[config.mk]
export PLATFORM = sky130hd
export DESIGN_NAME = hybrid_scheduler
export DESIGN_NICKNAME = d
export VERILOG_FILES = /design/src/rtl/hybrid_sched_pkg.sv /design/src/rtl/hybrid_scheduler_rr_arbiter.sv /design/src/rtl/hybrid_scheduler.sv
export SDC_FILE = /design/constraint.sdc
export NUM_CORES = 1
export LEC_CHECK = 0
export BUFFER_PORTS_ARGS = -buffer_cell sky130_fd_sc_hd__buf_2
export CORE_MARGIN = 2
export CORE_UTILIZATION = 35
export DETAILED_ROUTE_END_ITERATION = 8
export PLACE_DENSITY = 0.7
export SETUP_SLACK_MARGIN = 0.2
export SLEW_MARGIN = 40
export SYNTH_ARGS = -nofsm -noshare
export SYNTH_HDL_FRONTEND = slang
export SYNTH_SLANG_ARGS = --single-unit
[constraint.sdc]
create_clock -name CLK -period 4.41 [get_ports CLK]
set_input_delay 1.1025 -clock CLK [delete_from_list [all_inputs] [get_ports CLK]]
set_output_delay 1.1025 -clock CLK [all_outputs]
set_load 0.02 [all_outputs]
[src/rtl/hybrid_sched_pkg.sv]
// Shared definitions for the Hybrid core scheduler: function codes and FSM encoding.
package hybrid_sched_pkg;

  localparam logic [1:0] FUNC_REC  = 2'b00;
  localparam logic [1:0] FUNC_SQRT = 2'b01;
  localparam logic [1:0] FUNC_ISQT = 2'b10;
  localparam logic [1:0] FUNC_ILL  = 2'b11;

  typedef enum logic [1:0] {
    ST_IDLE = 2'b00,
    ST_RUN  = 2'b01,
    ST_CAP  = 2'b10,
    ST_RESP = 2'b11
  } sched_state_t;

  function automatic logic func_is_legal(input logic [1:0] f);
    return (f == FUNC_REC) || (f == FUNC_SQRT) || (f == FUNC_ISQT);
  endfunction

endpackage

[src/rtl/hybrid_scheduler_rr_arbiter.sv]
// Combinational round-robin arbiter: priority starts one above the last granted requester.
module rr_arbiter #(
  parameter  int N   = 4,
  localparam int IDW = $clog2(N)
) (
  input  logic [N-1:0]   req,
  input  logic [IDW-1:0] last,
  output logic [N-1:0]   grant,
  output logic [IDW-1:0] id,
  output logic           any
);

  logic [2*N-1:0] w_dbl;
  logic [N-1:0]   w_rot;
  int             w_off;
  int             w_win;

  always_comb begin
    // Rotate so bit 0 is the requester just above 'last'; lowest set bit wins.
    w_dbl = {req, req} >> (int'(last) + 1);
    w_rot = w_dbl[N-1:0];
    w_off = 0;
    for (int j = N - 1; j >= 0; j--) begin
      if (w_rot[j]) w_off = j;
    end
    w_win = int'(last) + 1 + w_off;
    if (w_win >= N) w_win = w_win - N;
    any   = |req;
    grant = '0;
    id    = '0;
    if (any) begin
      grant = {{(N-1){1'b0}}, 1'b1} << w_win;
      id    = IDW'(w_win);
    end
  end

endmodule

[src/rtl/hybrid_scheduler.sv]
// Shares one Hybrid function core among N_REQ requesters: arbitrate, run the core
// for exactly CORE_LAT enabled cycles, and return the captured result with its ID.
module hybrid_scheduler
  import hybrid_sched_pkg::*;
#(
  parameter  int N_REQ    = 4,
  parameter  int WL       = 24,
  parameter  int CORE_LAT = 2,
  localparam int IDW      = $clog2(N_REQ)
) (
  input  logic               CLK,
  input  logic               nRST,
  input  logic [N_REQ-1:0]   req_valid,
  output logic [N_REQ-1:0]   req_ready,
  input  logic [N_REQ*WL-1:0] req_din,
  input  logic [N_REQ*2-1:0] req_func,
  output logic [WL-1:0]      core_din,
  output logic [1:0]         core_func,
  output logic               core_ce,
  input  logic [WL-1:0]      core_dout,
  output logic               rsp_valid,
  input  logic               rsp_ready,
  output logic [IDW-1:0]     rsp_id,
  output logic [WL-1:0]      rsp_data,
  output logic               rsp_err,
  output logic               busy
);

  localparam int              CNTW     = (CORE_LAT > 1) ? $clog2(CORE_LAT) : 1;
  localparam logic [CNTW-1:0] CNT_LAST = CNTW'(CORE_LAT - 1);

  sched_state_t    r_state;
  sched_state_t    w_next;
  logic [CNTW-1:0] r_cnt;
  logic [WL-1:0]   r_din;
  logic [1:0]      r_func;
  logic [IDW-1:0]  r_last;
  logic [IDW-1:0]  r_id;
  logic [WL-1:0]   r_data;
  logic            r_err;

  logic [N_REQ-1:0] w_grant;
  logic [IDW-1:0]   w_win_id;
  logic             w_any;
  logic [WL-1:0]    w_sel_din;
  logic [1:0]       w_sel_func;
  logic             w_sel_legal;
  logic             w_accept;

  rr_arbiter #(.N(N_REQ)) u_arb (
    .req   (req_valid),
    .last  (r_last),
    .grant (w_grant),
    .id    (w_win_id),
    .any   (w_any)
  );

  // One-hot mux of the winning requester's operand and function code.
  always_comb begin
    w_sel_din  = '0;
    w_sel_func = '0;
    for (int i = 0; i < N_REQ; i++) begin
      if (w_grant[i]) begin
        w_sel_din  = w_sel_din  | req_din[i*WL +: WL];
        w_sel_func = w_sel_func | req_func[i*2 +: 2];
      end
    end
  end

  assign w_sel_legal = func_is_legal(w_sel_func);
  assign w_accept    = (r_state == ST_IDLE) && w_any;

  always_ff @(posedge CLK) begin
    if (!nRST) r_state <= ST_IDLE;
    else       r_state <= w_next;
  end

  // Handshake outputs are gated by nRST so a reset abandons the op in the same cycle.
  always_comb begin
    w_next    = r_state;
    req_ready = '0;
    core_ce   = 1'b0;
    rsp_valid = 1'b0;
    busy      = (r_state != ST_IDLE);
    case (r_state)
      ST_IDLE: begin
        req_ready = nRST ? w_grant : '0;
        if (w_any) w_next = w_sel_legal ? ST_RUN : ST_RESP;
      end
      ST_RUN: begin
        core_ce = nRST;
        if (r_cnt == CNT_LAST) w_next = ST_CAP;
      end
      ST_CAP: w_next = ST_RESP;
      ST_RESP: begin
        rsp_valid = nRST;
        if (rsp_ready) w_next = ST_IDLE;
      end
      default: w_next = ST_IDLE;
    endcase
  end

  always_ff @(posedge CLK) begin
    if (!nRST) begin
      r_cnt  <= '0;
      r_din  <= '0;
      r_func <= '0;
      r_last <= IDW'(N_REQ - 1);
      r_id   <= '0;
      r_data <= '0;
      r_err  <= 1'b0;
    end else begin
      if (w_accept) begin
        r_id   <= w_win_id;
        r_last <= w_win_id;
        r_cnt  <= '0;
        if (w_sel_legal) begin
          r_din  <= w_sel_din;
          r_func <= w_sel_func;
        end else begin
          // Illegal code: answer immediately, leave the core inputs untouched.
          r_err  <= 1'b1;
          r_data <= '0;
        end
      end
      if (r_state == ST_RUN) begin
        r_cnt <= (r_cnt == CNT_LAST) ? '0 : r_cnt + 1'b1;
      end
      if (r_state == ST_CAP) begin
        r_data <= core_dout;
        r_err  <= 1'b0;
      end
    end
  end

  assign core_din  = r_din;
  assign core_func = r_func;
  assign rsp_id    = r_id;
  assign rsp_data  = r_data;
  assign rsp_err   = r_err;

endmodule

==> run_results.csv, run 1 <==
group,metric,value,unit
yosys,synth_area,3142,um^2
power_and_ir_drop,leakagePower,2.216,nW
yosys,syn_area_per_cell,10.72,um^2
place,port_buffers,194,
routing,drt_iter0_drc,122,
setup_path,arrival,3.07,ns
yosys,synth_xor_area_frac,0,
yosys,seq_area_frac_synth,0.3696,
clocking,cts-hold-fix-buffers,0,
routing,ant_nets,0,
cells_and_area,drive_gt1_frac,0.5531,
yosys,synth_compound_area_frac,0.1485,
timing,max_freq,239.5,MHz
cells_and_area,area_delta_synth_final,45.88,%
yosys,yosys-mux-area-fraction,0.2597,
power_and_ir_drop,sw_frac_of_total,0.4184,
yosys,ys_ff_latch,58,
yosys,synth-adder-area-share,0.03425,
clocking,h-tree-depth,3,
place,gp_congestion,0.8630,
timing,fin_crit_sh,0.9467,
timing,finalMaxSlewViolations,0,
global_routing,grt_pass1_wl,14.77,mm
yosys,synth-edff-count,0,
yosys,synth_cell_types,38,
die,die_h,98.75,um
yosys,synth_simple_gate_area_frac,0.1239,
setup_path,worst_ep_required_time,3.31,ns
yosys,syn-num-nets,436,
setup_path,worstSetupEndpointType,"output pin",
routing,wl_per_cell,15.63,um
global_routing,antenna_found_initial,0,
yosys,ys.flop_type,"dfxtp_1",
power_and_ir_drop,clockPowerShare,0.145,
global_routing,grt_pass1_vias,3108,
global_routing,track_usage,0.1887,
timing,worst_pin_slew,0.6022,ns
die,fp-row-count,34,
clocking,tritoncts.num_buffers,9,
power_and_ir_drop,pwr-share-comb,0.656,
setup_path,crit_fanout,9,
power_and_ir_drop,ir_worst_vdd,0.4270,mV
timing,rsz0062_at_grt,"true",
min_path,hold_class,"reg2reg",
setup_path,rr_worst_depth,12,
routing,dr.pass1.iters,4,
die,ios,195,
setup_path,crit_start,"req_valid[2]",
timing,setup_violations,0,
yosys,syn-instance-count,293,
setup_path,reg2reg_to,"rsp_data[1]",
global_routing,overflow,0,
clocking,cts_sinks,58,
min_path,whs_path_depth,2,
global_routing,grt_max_degree,43,
setup_path,crit_path_cell_trace,"buf_8, o211ai_1, o31ai_2, a32o_1, ha_1, a21oi_2, a2bb2oi_2, nand3_4, nor3_4, buf_6",
outcome,outcome,"completed",
power_and_ir_drop,p_per_area,821.6,nW/um^2
die,start_util,0.3603,
cells_and_area,nets,628,
clocking,clk_pin_slew,0.07,ns
job,maxCapViolations,0,
timing,whs,0.4574,ns
routing,drc,0,
routing,via_per_inst,5.182,
timing,slew_headroom,0.5972,
yosys,ys_warn_count,0,
yosys,async_flop_share,0,
power_and_ir_drop,power.total,3.766,mW
setup_path,critPathLaunchType,"primary input",
die,dieArea,9751,um^2
power_and_ir_drop,p_int,2.190,mW
min_path,min-delay-start,"core_din[22]",
place,hpwl,7.148,mm
cells_and_area,layout_commonest_cell,"buf_2",
routing,vias,3099,
cells_and_area,final_cell_mix,"buf_2 (186), dfxtp_1 (58), nand2_1 (27)",
routing,finalWirelength,9.344,mm
setup_path,worstSetupPathType,"in2out",
die,core,8721,um^2
die,die_w,98.75,um
timing,setup-tns-final,0,ns
clocking,cts_buffer_depth,2,
cells_and_area,antenna_cells,0,
setup_path,cp-endpoint,"req_ready[1]",
setup_path,rr_startpoint,"r_last[0]",
clocking,clk_latency,0.33,ns
cells_and_area,fin_util,0.5255,
yosys,synth_top_family_by_area,"multiplexers",
timing,final-hold-violation-count,0,
setup_path,r2r_slack,0.78,ns
timing,min_period,4.175,ns
setup_path,max_stage_delay,0.28,ns
power_and_ir_drop,seqPwrFrac,0.199,
setup_path,critPathSlowestCell,"ha_1",
clocking,root_buffer,"clkbuf_8",
clocking,cts_tree,"built",
power_and_ir_drop,switchingPower,1.576,mW
timing,skew,0.01653,ns
-- stage by stage --
step | area (um^2) | setup WS, ns | cells
after global routing | 4583 | 0.1439 | 598
after detailed placement | 4205 | 0.08689 | 575
final | 4583 | 0.2351 | 598
after CTS | 4448 | 0.2009 | 591
after floorplan | 3228 | 0.2013 | 293
after global placement | 4205 | 0.1192 | 575
-- power groups by stage --
stage / Combinational, mW / Clock (mW) / Sequential (mW)
after floorplan: 1.90 / 0 / 0.867
after global placement: 2.34 / 0 / 0.749
after detailed placement: 2.40 / 0 / 0.755
after CTS: 2.42 / 0.560 / 0.745
after global routing: 2.68 / 0.584 / 0.765
final: 2.47 / 0.546 / 0.748
-- per-layer routing --
metal	wire, um	vias to the layer above	track usage
met5	0	-	0
met3	720	18	0.03475
met4	164	0	0.07376
met1	3876	1435	0.2371
li1	-	1478	-
met2	4581	168	0.3212
-- cell usage after synthesis, drive strengths merged (2+ instances only) --
master	instances	area, um^2
nor3	8	40.04
nor2	15	63.81
ha	7	87.58
mux2i	23	230.2
a311oi	2	17.52
o31ai	2	15.01
nor2b	3	18.77
nand3	25	125.1
and2	3	18.77
a22o	24	210.2
o21ai	5	25.02
a21oi	10	61.31
clkbuf	13	48.80
mux4	26	585.6
inv	13	48.80
buf	13	103.8
dfxtp	58	1161
nand2	27	101.4
o211ai	3	22.52
-- area by class of cell --
| cell class | instances | area [um^2] |
|---|---|---|
| fill | 797 | 4138 |
| clock buffer | 11 | 141.4 |
| timing repair buffer | 207 | 1140 |
| sequential | 58 | 1161 |
| tap | 108 | 135.1 |
| inverter | 13 | 48.80 |
| clock inverter | 5 | 77.57 |
| multi-input combinational | 196 | 1879 |
-- critical path, delay by kind of cell --
family          cells  cell delay, ns
fa+ha+maj           1            0.28
buf+inv             2            0.26
simple gates        2            0.38
compound gates      5            1.03
-- sequential cells by signal, indices dropped and copies added (netlist names) --
signal	cells
r_state	2
rsp_err	1
r_cnt	1
rsp_data	24
rsp_id	2
r_last	2
core_func	2
core_din	24
-- repair_timing --
item	in CTS	in global routing
resized for setup	7	24
pin swaps	2	7
setup endpoints to repair	4	4
buffers inserted	0	7
-- kinds of logic after synthesis --
kind of cell | count (synthesis)
AOI/OAI and AO/OA | 55
adders and majority gates | 8
buffers and inverters | 39
DFF | 58
muxes | 49
and+or+nand+nor | 84
-- worst min path at each step --
stage	endpoint	slack [ns]
finish	core_din[22]	0.46
global route	core_din[13]	0.48
CTS	core_din[4]	0.46
detailed placement	core_din[4]	0.44
global placement	core_din[22]	0.44
floorplan	r_state[0]	0.51
No activity file was read; power rests on OpenSTA's default activity.
==> inputs of run 2 (changes only) <==
CORE_ASPECT_RATIO = 1.25   (was unset)
==> run 2 against run 1 <==
Worst hold slack about the same. Die area about the same. Wire length decreased by 4.6%. Power increased by 0.87%. Design area increased by 0.49%. Non-clock buffer count decreased by 1. Register-to-register slack got worse by 0.10 ns. Utilization increased by 0.38 points. Sequential share of layout area decreased by 0.12 points. Critical path depth unchanged. Critical endpoint is now req_ready[0]. Largest power group unchanged. Highest routed layer unchanged.
==> run_results.csv, run 2 (synthesized netlist as in run 1, its figures left out) <==
group,metric,value,unit
global_routing,grt_pass1_wl,13.28,mm
min_path,hold_class,"reg2reg",
cells_and_area,area_delta_synth_final,46.60,%
place,hpwl,6.774,mm
setup_path,max_stage_delay,0.59,ns
outcome,outcome,"completed",
setup_path,crit_fanout,7,
cells_and_area,antenna_cells,0,
setup_path,rr_startpoint,"r_last[0]",
global_routing,grt_pass1_vias,3059,
routing,drt_iter0_drc,67,
clocking,clk_latency,0.34,ns
die,ios,195,
job,maxCapViolations,0,
cells_and_area,final_cell_mix,"buf_2 (187), dfxtp_1 (58), nand2_1 (27)",
setup_path,worstSetupPathType,"in2out",
routing,ant_nets,0,
setup_path,r2r_slack,0.68,ns
min_path,min-delay-start,"core_din[7]",
die,core,8701,um^2
min_path,min_to,"core_din[7]",
timing,skew,0.008230,ns
timing,worst_pin_slew,0.8471,ns
die,dieArea,9755,um^2
setup_path,critPathLaunchType,"primary input",
clocking,cts_tree,"built",
routing,drc,0,
timing,min_period,4.090,ns
timing,setup-tns-final,0,ns
global_routing,track_usage,0.1758,
timing,fin_crit_sh,0.9274,
clocking,cts_sinks,58,
clocking,cts_buffer_depth,2,
die,fp-row-count,38,
power_and_ir_drop,p_per_area,824.7,nW/um^2
clocking,clk_pin_slew,0.07,ns
global_routing,grt_max_degree,53,
cells_and_area,stdcell_area,4606,um^2
setup_path,crit_buf_inv,5,
cells_and_area,n_fill_cell,800,
routing,routed.top_layer,"met4",
timing,max_freq,244.5,MHz
die,start_util,0.3611,
routing,dr.pass1.iters,4,
setup_path,crit_path_cell_trace,"buf_4, inv_2, o311a_1, o21ai_1, ha_2, inv_1, fa_2, inv_2, nor3_4, buf_4",
setup_path,reg2reg_to,"rsp_data[22]",
setup_path,cp_top_family,"adder cells",
timing,final-hold-violation-count,0,
global_routing,overflow,0,
timing,finalMaxSlewViolations,0,
global_routing,antenna_found_initial,0,
cells_and_area,seq_area,1161,um^2
power_and_ir_drop,leakagePower,2.221,nW
cells_and_area,multiInputGateArea,1881,um^2
clocking,h-tree-depth,3,
routing,vias,3119,
die,die_w,88.74,um
routing,via_per_inst,5.122,
min_path,whs_path_depth,2,
clocking,tritoncts.num_buffers,9,
place,gp_congestion,0.7711,
timing,rsz0062_at_grt,"false",
routing,wl_met1,3.409,mm
cells_and_area,layout_commonest_cell,"buf_2",
setup_path,rr_worst_depth,14,
routing,finalWirelength,8.918,mm
clocking,root_buffer,"clkbuf_8",
timing,slew_headroom,0.4352,
routing,dr_wl_met3,699,um
place,dpl_cell_area,4223,um^2
setup_path,arrival,2.99,ns
routing,met2_length,4.611,mm
place,port_buffers,194,
cells_and_area,nets,627,
setup_path,worst_ep_required_time,3.31,ns
cells_and_area,drive_gt1_frac,0.5521,
power_and_ir_drop,ir_worst_vdd,0.3133,mV
timing,setup_violations,0,
routing,wl_per_cell,14.64,um
setup_path,critPathSlowestCell,"fa_2",
setup_path,worstSetupEndpointType,"output pin",
die,die_h,109.9,um
run 2: changes by cell type in the layout (fill, tap and decap cells not counted), sizes merged:
cell	delta
clkinv	-1
run 2: stage by stage:
step / util / hold WS, ns / instances / total power, mW / setup slack (ns)
CTS: 0.5186 / 0.4609 / 606 / 3.813 / 0.2347
global placement: 0.4853 / 0.4400 / 587 / 3.078 / 0.1270
floorplan: - / 0.5106 / 293 / 2.766 / 0.2013
global route: 0.5293 / 0.4823 / 609 / 4.087 / 0.2216
finish: 0.5293 / 0.4577 / 609 / 3.798 / 0.3200
detailed placement: 0.4853 / 0.4441 / 587 / 3.127 / 0.06044
run 2: worst max-delay path by stage:
stage                             from      endpoint  cells after the start
after floorplan           req_valid[2]  req_ready[0]                      9
after global placement    req_valid[0]   rsp_data[0]                     13
after detailed placement  req_valid[2]  req_ready[1]                     10
after CTS                 req_valid[2]  req_ready[3]                     10
after global routing      req_valid[0]  req_ready[0]                     10
final                     req_valid[0]  req_ready[0]                     10
run 2: area by class of cell:
type | count | share of cell area
clock buffers | 12 | 0.03586
multi-input cells | 196 | 0.4083
well taps | 120 | 0.03260
clock inverters | 4 | 0.01576
repair buffers | 206 | 0.2448
flip-flops and latches | 58 | 0.2521
inverters | 13 | 0.01059
run 2: report_power, final:
part	switching [mW]	internal, mW
Sequential	0.0831	0.663
Combinational	1.26	1.22
Clock	0.215	0.363
run 2: worst reg2reg max path: cells and delay by family, from the launching register on:
kind            cells  cell delay (ns)
simple gates        1             0.22
fa+ha+maj           2             0.79
buf+inv             5             0.95
mux                 1             0.41
flops               1             0.55
compound gates      5             0.75
run 2: what timing repair did:
action,4_1_cts,5_1_grt
pin swaps,3,8
setup endpoints to repair,4,4
buffers inserted,3,3
gates resized for setup,4,22
hold buffers,0,0
endpoints found under the hold margin,0,0
run 2: per-layer routing:
| layer | global-route usage | vias to the layer above |
|---|---|---|
| met5 | 0 | - |
| met4 | 0.07792 | 0 |
| met3 | 0.04505 | 19 |
| met2 | 0.3252 | 148 |
| met1 | 0.1831 | 1475 |
| li1 | - | 1477 |
==> inputs of run 3 (changes only) <==
ABC_AREA = 1   (was unset)
CORE_ASPECT_RATIO = unset   (was 1.25)
PLACE_DENSITY = 0.69   (was 0.7)
==> run 3 against run 2 <==
Power rose by 23%. Cell count rose by 36%. Global-route usage rose by 3.1 points. Clock power fell by 7.1%. Sequential power rose by 5.2%. Non-clock buffer count rose by 1. Via count rose by 33%. Wire length rose by 26%. Critical endpoint is now req_ready[2]. Utilization fell by 1.5 points.
==> run_results.csv, run 3 <==
group,metric,value,unit
timing,max_freq,241.5,MHz
setup_path,worstSetupPathType,"in2out",
routing,ant_nets,0,
cells_and_area,layout_commonest_cell,"buf_2",
clocking,h-tree-depth,3,
timing,skew,0.003763,ns
setup_path,worst_ep_required_time,3.31,ns
yosys,synth_top_cell_by_area,"dfxtp_1",
timing,worst_pin_slew,0.7518,ns
yosys,synth_area,3363,um^2
yosys,synth_cell_types,27,
die,ios,195,
clocking,cts_buffer_depth,2,
yosys,seq_area_frac_synth,0.3452,
global_routing,grt_pass1_wl,17.04,mm
yosys,async_flop_share,0,
clocking,tritoncts.num_buffers,9,
yosys,synth_common_cells,"nand2_1 (113), a21oi_1 (76), nand3_1 (59)",
global_routing,track_usage,0.2072,
power_and_ir_drop,ir_worst_vdd,0.7151,mV
cells_and_area,area_delta_synth_final,42.08,%
routing,drt_iter0_drc,144,
yosys,synth.most_common_cell,"nand2_1",
setup_path,crit_fanout,3,
place,hpwl,8.530,mm
die,die_w,102.0,um
clocking,root_buffer,"clkbuf_8",
cells_and_area,n_fill_cell,964,
yosys,ys.flop_type,"dfxtp_1",
power_and_ir_drop,p_per_area,974.9,nW/um^2
clocking,clk_pin_slew,0.06,ns
cells_and_area,final_cell_mix,"buf_2 (187), nand2_1 (103), a21oi_1 (76)",
die,dieArea,10410,um^2
setup_path,critPathLaunchType,"primary input",
timing,setup-tns-final,0,ns
min_path,hold_class,"reg2reg",
clocking,clk_latency,0.33,ns
cells_and_area,nets,839,
place,gp_congestion,0.9245,
clocking,cts_tree,"built",
setup_path,worstSetupEndpointType,"output pin",
routing,dr.pass1.iters,4,
yosys,syn-instance-count,513,
timing,final-hold-violation-count,0,
outcome,outcome,"completed",
power_and_ir_drop,power.total,4.658,mW
die,start_util,0.3623,
clocking,cts_sinks,58,
job,maxCapViolations,0,
global_routing,grt_max_degree,54,
timing,setup_violations,0,
timing,min_period,4.142,ns
power_and_ir_drop,leakagePower,2.434,nW
routing,finalWirelength,11.25,mm
die,fp-row-count,35,
global_routing,antenna_found_initial,0,
place,port_buffers,194,
yosys,ys_ff_latch,58,
yosys,syn-num-nets,656,
yosys,syn_area_per_cell,6.556,um^2
global_routing,overflow,0,
setup_path,arrival,3.04,ns
yosys,ys_warn_count,0,
routing,vias,4154,
timing,slew_headroom,0.4972,
cells_and_area,antenna_cells,0,
timing,finalMaxSlewViolations,0,
die,die_h,102.0,um
routing,via_per_inst,5.005,
die,core,9284,um^2
timing,fin_crit_sh,0.9391,
timing,rsz0062_at_grt,"true",
yosys,synth_area_leaders,"dfxtp_1 (35%), nand2_1 (13%), a21oi_1 (11%)",
yosys,yosys.area.top_type_share,0.3452,
routing,drc,0,
yosys,synth-edff-count,0,
global_routing,grt_pass1_vias,3782,
cells_and_area,drive_gt1_frac,0.3752,
routing,wl_per_cell,13.56,um
==> run 3: cell types whose count changed after synthesis, sizes merged, moves of 26 or more <==
cell   delta
mux4     -26
o21ai    +29
inv      +39
a21oi    +69
nand3    +35
nand2    +92
==> run 3: layer usage <==
| metal | GRT usage | up-vias | share of wire | wire length (um) |
|---|---|---|---|---|
| met4 | 0.06462 | 0 | 0.023 | 262 |
| met3 | 0.06840 | 26 | 0.070 | 787 |
| met1 | 0.2196 | 1911 | 0.38 | 4278 |
| met2 | 0.3871 | 155 | 0.53 | 5926 |
| met5 | 0 | - | 0 | 0 |
| li1 | - | 2062 | - | - |
==> run 3: final cells by class <==
cell class	instances	area (um^2)	area share
inverters	54	203.9	0.04268
multi-input cells	366	1917	0.4012
clock inverters	5	77.57	0.01623
flip-flops and latches	58	1161	0.2430
repair buffers	207	1116	0.2336
well taps	129	161.4	0.03378
clock buffers	11	141.4	0.02959
==> run 3: worst paths after layout <==
path	startpoint	endpoint	slack, ns	cells past startpoint
setup / recovery	req_valid[1]	req_ready[2]	0.27	18
hold / removal	rsp_err	rsp_err	0.45	2
setup reg to reg	r_last[0]	core_din[6]	0.73	24
hold reg to reg	rsp_err	rsp_err	0.45	2
==> run 3: critical path, cell delays in order <==
cell      delay [ns]
buf_8           0.08
nand2_4         0.05
nand2_4         0.08
inv_2           0.04
nand2_1         0.05
o21ai_1         0.07
inv_1           0.07
nand2_2         0.05
a21boi_2        0.12
ha_2            0.20
inv_2           0.04
fa_1            0.46
inv_2           0.13
nand2_4         0.07
nor2_4          0.11
nand2_2         0.07
nor2_4          0.10
buf_6           0.13
==> run 3: repair_timing <==
| item | in CTS | in global routing |
|---|---|---|
| pin swaps | 11 | 7 |
| hold buffers | 0 | 0 |
| endpoints found under the setup margin | 3 | 4 |
| buffers inserted | 2 | 2 |
| gates resized for setup | 32 | 9 |
==> run 3: through the flow <==
step	hold slack (ns)	util	area [um^2]	worst slack, ns	instances
finish	0.4471	0.5147	4778	0.2684	830
global route	0.4768	0.5147	4778	0.1411	830
CTS	0.4535	0.5094	4730	0.2004	828
detailed placement	0.4433	0.4751	4410	0.02987	810
global placement	0.4370	0.4744	4404	0.1294	810
floorplan	0.4545	-	3379	0.1909	513
==> run 3: kinds of logic after synthesis <==
| family | Yosys count | synth area share |
|---|---|---|
| adder cells (fa/ha/maj) | 8 | 0.03199 |
| buffers and inverters | 89 | 0.1135 |
| flip-flops | 58 | 0.3452 |
| AND/OR/NAND/NOR | 241 | 0.3292 |
| AO/OA/AOI/OAI | 117 | 0.1801 |
==> run 3: report_power, final <==
| group | total, mW | internal [mW] | switching (mW) |
|---|---|---|---|
| registers | 0.785 | 0.691 | 0.0940 |
| logic | 3.34 | 1.16 | 2.18 |
| clock network | 0.537 | 0.332 | 0.205 |
